### src/rtl/fetch_pkg.sv
// Shared types and constants for the TinyChip fetch stage.
// No logic here; imported by instr_fetch and branch_lut.
package fetch_pkg;

  localparam int PC_W_DEF      = 10;
  localparam int INSTR_W_DEF   = 9;
  localparam int LUT_DEPTH_DEF = 32;

  localparam logic [8:0] HALT_INSTR = 9'h1FF;

  typedef enum logic [1:0] {
    IDLE = 2'd0,
    RUN  = 2'd1,
    HALT = 2'd2
  } fetch_state_t;

endpackage

### src/rtl/branch_lut.sv
// Branch-target register file: synchronous write, asynchronous read, synchronous clear.
// Read data follows raddr in the same cycle; writes land on the next rising edge.
module branch_lut import fetch_pkg::*; #(
  parameter int DEPTH  = LUT_DEPTH_DEF,
  parameter int DATA_W = PC_W_DEF,
  parameter int IDX_W  = $clog2(DEPTH)
) (
  input  logic              clk,
  input  logic              reset,
  input  logic              we,
  input  logic [IDX_W-1:0]  waddr,
  input  logic [DATA_W-1:0] wdata,
  input  logic [IDX_W-1:0]  raddr,
  output logic [DATA_W-1:0] rdata
);

  logic [DATA_W-1:0] entries [DEPTH];

  always_ff @(posedge clk) begin
    if (reset) begin
      for (int i = 0; i < DEPTH; i++) entries[i] <= '0;
    end else if (we) begin
      entries[waddr] <= wdata;
    end
  end

  assign rdata = entries[raddr];

endmodule

### src/rtl/instr_fetch.sv
// Fetch stage: owns the PC, registers one instruction per cycle for the decoder, one-edge latency.
// stall freezes all fetch state; a taken branch overrides stall and costs one invalid bubble.
module instr_fetch import fetch_pkg::*; #(
  parameter int PC_W      = PC_W_DEF,
  parameter int INSTR_W   = INSTR_W_DEF,
  parameter int LUT_DEPTH = LUT_DEPTH_DEF,
  parameter int LUT_IDX_W = $clog2(LUT_DEPTH)
) (
  input  logic                 clk,
  input  logic                 reset,
  input  logic                 start,
  input  logic                 stall,
  input  logic                 branch_taken,
  input  logic [LUT_IDX_W-1:0] target_idx,
  input  logic                 lut_we,
  input  logic [LUT_IDX_W-1:0] lut_waddr,
  input  logic [PC_W-1:0]      lut_wdata,
  output logic [PC_W-1:0]      imem_addr,
  input  logic [INSTR_W-1:0]   imem_data,
  output logic [INSTR_W-1:0]   instruct,
  output logic                 instr_valid,
  output logic [PC_W-1:0]      instr_pc,
  output logic                 done
);

  fetch_state_t         state;
  logic [PC_W-1:0]      pc;
  logic [PC_W-1:0]      branch_target;
  logic                 is_halt;

  branch_lut #(
    .DEPTH  (LUT_DEPTH),
    .DATA_W (PC_W),
    .IDX_W  (LUT_IDX_W)
  ) u_branch_lut (
    .clk   (clk),
    .reset (reset),
    .we    (lut_we && (state == IDLE)),
    .waddr (lut_waddr),
    .wdata (lut_wdata),
    .raddr (target_idx),
    .rdata (branch_target)
  );

  assign imem_addr = pc;
  assign is_halt   = (imem_data == INSTR_W'(HALT_INSTR));

  always_ff @(posedge clk) begin
    if (reset) begin
      state       <= IDLE;
      pc          <= '0;
      instruct    <= '0;
      instr_valid <= 1'b0;
      instr_pc    <= '0;
      done        <= 1'b0;
    end else begin
      case (state)
        IDLE: begin
          if (start) begin
            state <= RUN;
            pc    <= '0;
          end
        end
        RUN: begin
          if (branch_taken) begin
            pc          <= branch_target;
            instr_valid <= 1'b0;
          end else if (!stall) begin
            instruct    <= imem_data;
            instr_pc    <= pc;
            instr_valid <= 1'b1;
            // The halt word itself is delivered as valid; pc stays on it.
            if (is_halt) state <= HALT;
            else         pc    <= pc + PC_W'(1);
          end
        end
        HALT: begin
          // done lags the state by one edge so the halt word is seen with done low.
          instr_valid <= 1'b0;
          if (start) begin
            state <= RUN;
            pc    <= '0;
            done  <= 1'b0;
          end else begin
            done  <= 1'b1;
          end
        end
        default: state <= IDLE;
      endcase
    end
  end

endmodule

### config.mk
export PLATFORM = sky130hd
export DESIGN_NAME = instr_fetch
export DESIGN_NICKNAME = d
export VERILOG_FILES = /design/src/rtl/fetch_pkg.sv /design/src/rtl/branch_lut.sv /design/src/rtl/instr_fetch.sv
export SDC_FILE = /design/constraint.sdc
export NUM_CORES = 1
export LEC_CHECK = 0
export BUFFER_PORTS_ARGS = -buffer_cell sky130_fd_sc_hd__buf_2
export CAP_MARGIN = 25
export CORE_MARGIN = 1.5
export CORE_UTILIZATION = 40
export CTS_BUF_LIST = sky130_fd_sc_hd__clkbuf_16
export DETAILED_ROUTE_END_ITERATION = 12
export SLEW_MARGIN = 10
export SYNTH_ARGS = -nofsm -noshare
export SYNTH_HDL_FRONTEND = slang
export SYNTH_SLANG_ARGS = --single-unit
### constraint.sdc
create_clock -name clk -period 2.9 [get_ports clk]
set_clock_uncertainty 0.05 [all_clocks]
set_input_delay 0.29 -clock clk [delete_from_list [all_inputs] [get_ports clk]]
set_output_delay 0.29 -clock clk [all_outputs]
set_load 0.02 [all_outputs]
==> results.py <==
metrics = {
    "outcome": {
        "outcome": "completed",
    },
    "setup_path": {
        "crit_start": "state[1]",
        "critical_path.cell_chain": "or4b_1 > inv_1 > nand3_1 > nor2_1 > buf_4 > or2_2",
        "path_max_fanout": 11,
        "crit_required_ns": 3.06,
        "cp-start-kind": "flip-flop",
        "cp.arrival_ns": 2.74,
        "r2r_slack_ns": 0.32,
        "crit_end": "u_branch_lut.entries[31][8]",
        "slowest_delay_ns": 0.68,
        "crit_path_end_kind": "flip-flop",
        "rr_worst_depth": 6,
        "worstReg2RegEnd": "u_branch_lut.entries[31][8]",
        "r2r_start": "state[1]",
        "slowest_stage": "or4b_1",
        "path_class": "reg -> reg",
    },
    "logic_synthesis": {
        "yosysUniqueCellTypes": 53,
        "synth_largest_area_cell": "edfxtp_1",
        "synthCells": 1135,
        "synth-main-ff-cell": "edfxtp_1",
        "yosys-top-cells-area": "edfxtp_1 (59%), mux4_2 (13%), and2_1 (12%)",
        "ys_warn_count": 0,
        "synth_seq_cells": 353,
        "synth-seq-area-share_pct": 63.1,
        "synthArstFlopShare_pct": 0,
        "syn_nets": 1171,
        "syn-mean-instance-area_sq_um": 14.3,
        "syn_area_sq_um": 16300,
        "yosys.area.top_type_share_pct": 59.0,
        "synth_edf_count": 320,
    },
    "power": {
        "p_per_area_nw_per_um2": 595,
        "swShare_pct": 22.8,
        "power_frac_seq_pct": 52.2,
        "power_frac_clock_pct": 40.5,
        "power.leakage_nw": 6.95,
        "p_int_mw": 8.52,
        "p_comb_share_pct": 7.2,
        "peakVddDrop_mv": 0.315,
        "p_sw_mw": 2.52,
    },
    "sta": {
        "max_slew_margin_pct": 48.5,
        "fin_crit_sh_pct": 88.9,
        "drv_slew": 0,
        "clock.fmax_mhz": 388,
        "rsz0062_at_grt": "no",
        "setup_viol": 0,
        "period_needed_ns": 2.58,
        "hold_violations": 0,
        "tns_ns": 0,
        "worst_pin_slew_ns": 0.773,
    },
    "clock_tree": {
        "clkTransAtPathRegs_ns": 0.06,
        "cts_tree": "done",
        "h-tree-depth": 2,
        "root_buffer": "clkbuf_16",
        "cts-buffers-inserted": 38,
        "cts_resized": 0,
        "clk_latency_ns": 0.53,
        "cts_buffer_depth": 3,
        "clock_sinks": 353,
    },
    "route": {
        "drt-initial-drc-count": 818,
        "wirelength_microns": 41700,
        "vias_per_cell": 5.39,
        "routedWlPerCell_microns": 23.7,
        "drc": 0,
        "num_vias": 9471,
        "first_pass_iters": 5,
        "ant_nets": 0,
    },
    "die": {
        "start_util_pct": 40.8,
        "num_io_pins": 66,
        "fp.dieW_microns": 205,
        "rows": 73,
        "die-height_microns": 205,
        "dieArea_sq_um": 41900,
        "core_area_sq_um": 39900,
    },
    "grt": {
        "grt_first_pass_wirelength_microns": 62500,
        "grt_start_max_net_pins": 64,
        "antenna_found_initial": 2,
        "grt_pass1_vias": 9437,
        "overflow": 0,
        "grt_use_total_pct": 20.5,
    },
    "placed_design": {
        "dp.cells": 1682,
        "routabilityCongestion": 0.888,
        "dp_hpwl_microns": 27500,
        "port_buffers": 65,
    },
    "min_path": {
        "hold_path.class": "in -> reg",
        "holdPathStages": 4,
    },
    "finish": {
        "nNetsFinal": 1242,
        "drive_gt1_share_pct": 24.5,
        "layout_common_cells": "and2_1 (320), edfxtp_1 (320), mux4_2 (94)",
        "final_cells": 1758,
        "area_growth_pct": 13.9,
    },
    "job": {
        "max_cap_violations": 0,
    },
}
==> stage by stage <==
stage / hold slack, ns / util [%] / total power, mW / setup slack (ns) / cell area, sq um
2_1_floorplan: 0.376 / - / 6.33 / 0.716 / 16300
3_3_place_gp: 0.390 / 43.4 / 6.66 / 0.316 / 17300
3_5_place_dp: 0.394 / 43.4 / 6.67 / 0.295 / 17300
4_1_cts: 0.0509 / 46.4 / 11.1 / 0.312 / 18500
5_1_grt: 0.0789 / 46.4 / 11.4 / 0.182 / 18500
6_report: 0.0752 / 46.4 / 11.0 / 0.322 / 18500
==> repair_timing <==
item	4_1_cts	5_1_grt
setup buffers	0	0
hold buffers	9	0
endpoints found under the hold margin	9	0
==> logic make-up after synthesis <==
family                   Yosys count  synth area share [%]
flip-flops                       353                  63.1
AO/OA/AOI/OAI                     61                  2.41
adder cells (fa/ha/maj)            1                0.0768
multiplexers                     103                  13.6
XOR/XNOR                           4                 0.215
buffers and inverters            105                  2.77
AND/OR/NAND/NOR                  508                  17.9
==> power groups by stage <==
stage	registers [mW]	logic [mW]	clock network [mW]
floorplan	5.85	0.482	0
global placement	5.87	0.792	0
detailed placement	5.87	0.797	0
CTS	5.77	0.808	4.55
global route	5.78	0.849	4.74
finish	5.77	0.799	4.47
==> worst min path at each step <==
stage / from / to / slack [ns]
floorplan: imem_data[0] / instruct[0] / 0.38
global placement: instruct[6] / instruct[6] / 0.39
detailed placement: instruct[2] / instruct[2] / 0.39
CTS: start / done / 0.05
global route: start / done / 0.08
finish: start / done / 0.08
==> flip-flops by register name (all words and copies together), names as in the netlist <==
register,count
instruct,9
imem_addr,10
done,1
u_branch_lut.entries,320
instr_pc,10
state,2
instr_valid,1
==> metal layers <==
metal	up-vias	routed length, microns	global-route usage, %
li1	4259	-	-
met1	4827	19000	30.4
met2	328	19200	32.0
met3	57	2630	2.86
met4	0	849	4.86
met5	-	0	0
==> synth_stat cells (4+ instances only) <==
master and instances:
nand2_1 60, nand3_1 9, buf_6 4, a31oi_1 4
edfxtp_1 320, or3_1 4, or2_2 32, clkbuf_1 78
mux4_2 94, mux2i_1 6, nand4_1 4, nor2b_1 4
nor2_1 50, a21oi_1 26, buf_4 4, and3_1 4
inv_1 6, buf_2 9, a211oi_1 5, dfxtp_1 33
nand2b_1 6, buf_1 4, and2_1 320
==> final cells by class <==
type / count / area (sq um)
Antenna cell: 2 / 5.00
Clock buffer: 39 / 976
Clock inverter: 26 / 141
Fill cell: 3446 / 21400
Inverter: 6 / 22.5
Multi-Input combinational cell: 677 / 5560
Sequential cell: 353 / 10300
Tap cell: 525 / 657
Timing Repair Buffer: 130 / 903
==> critical path: cells and delay by family, from the launching register on <==
family / cells / cell delay, ns
buffers and inverters: 2 / 0.28
flip-flops: 1 / 0.36
AND/OR/NAND/NOR: 4 / 1.59
No activity file was read; power rests on OpenSTA's default activity.
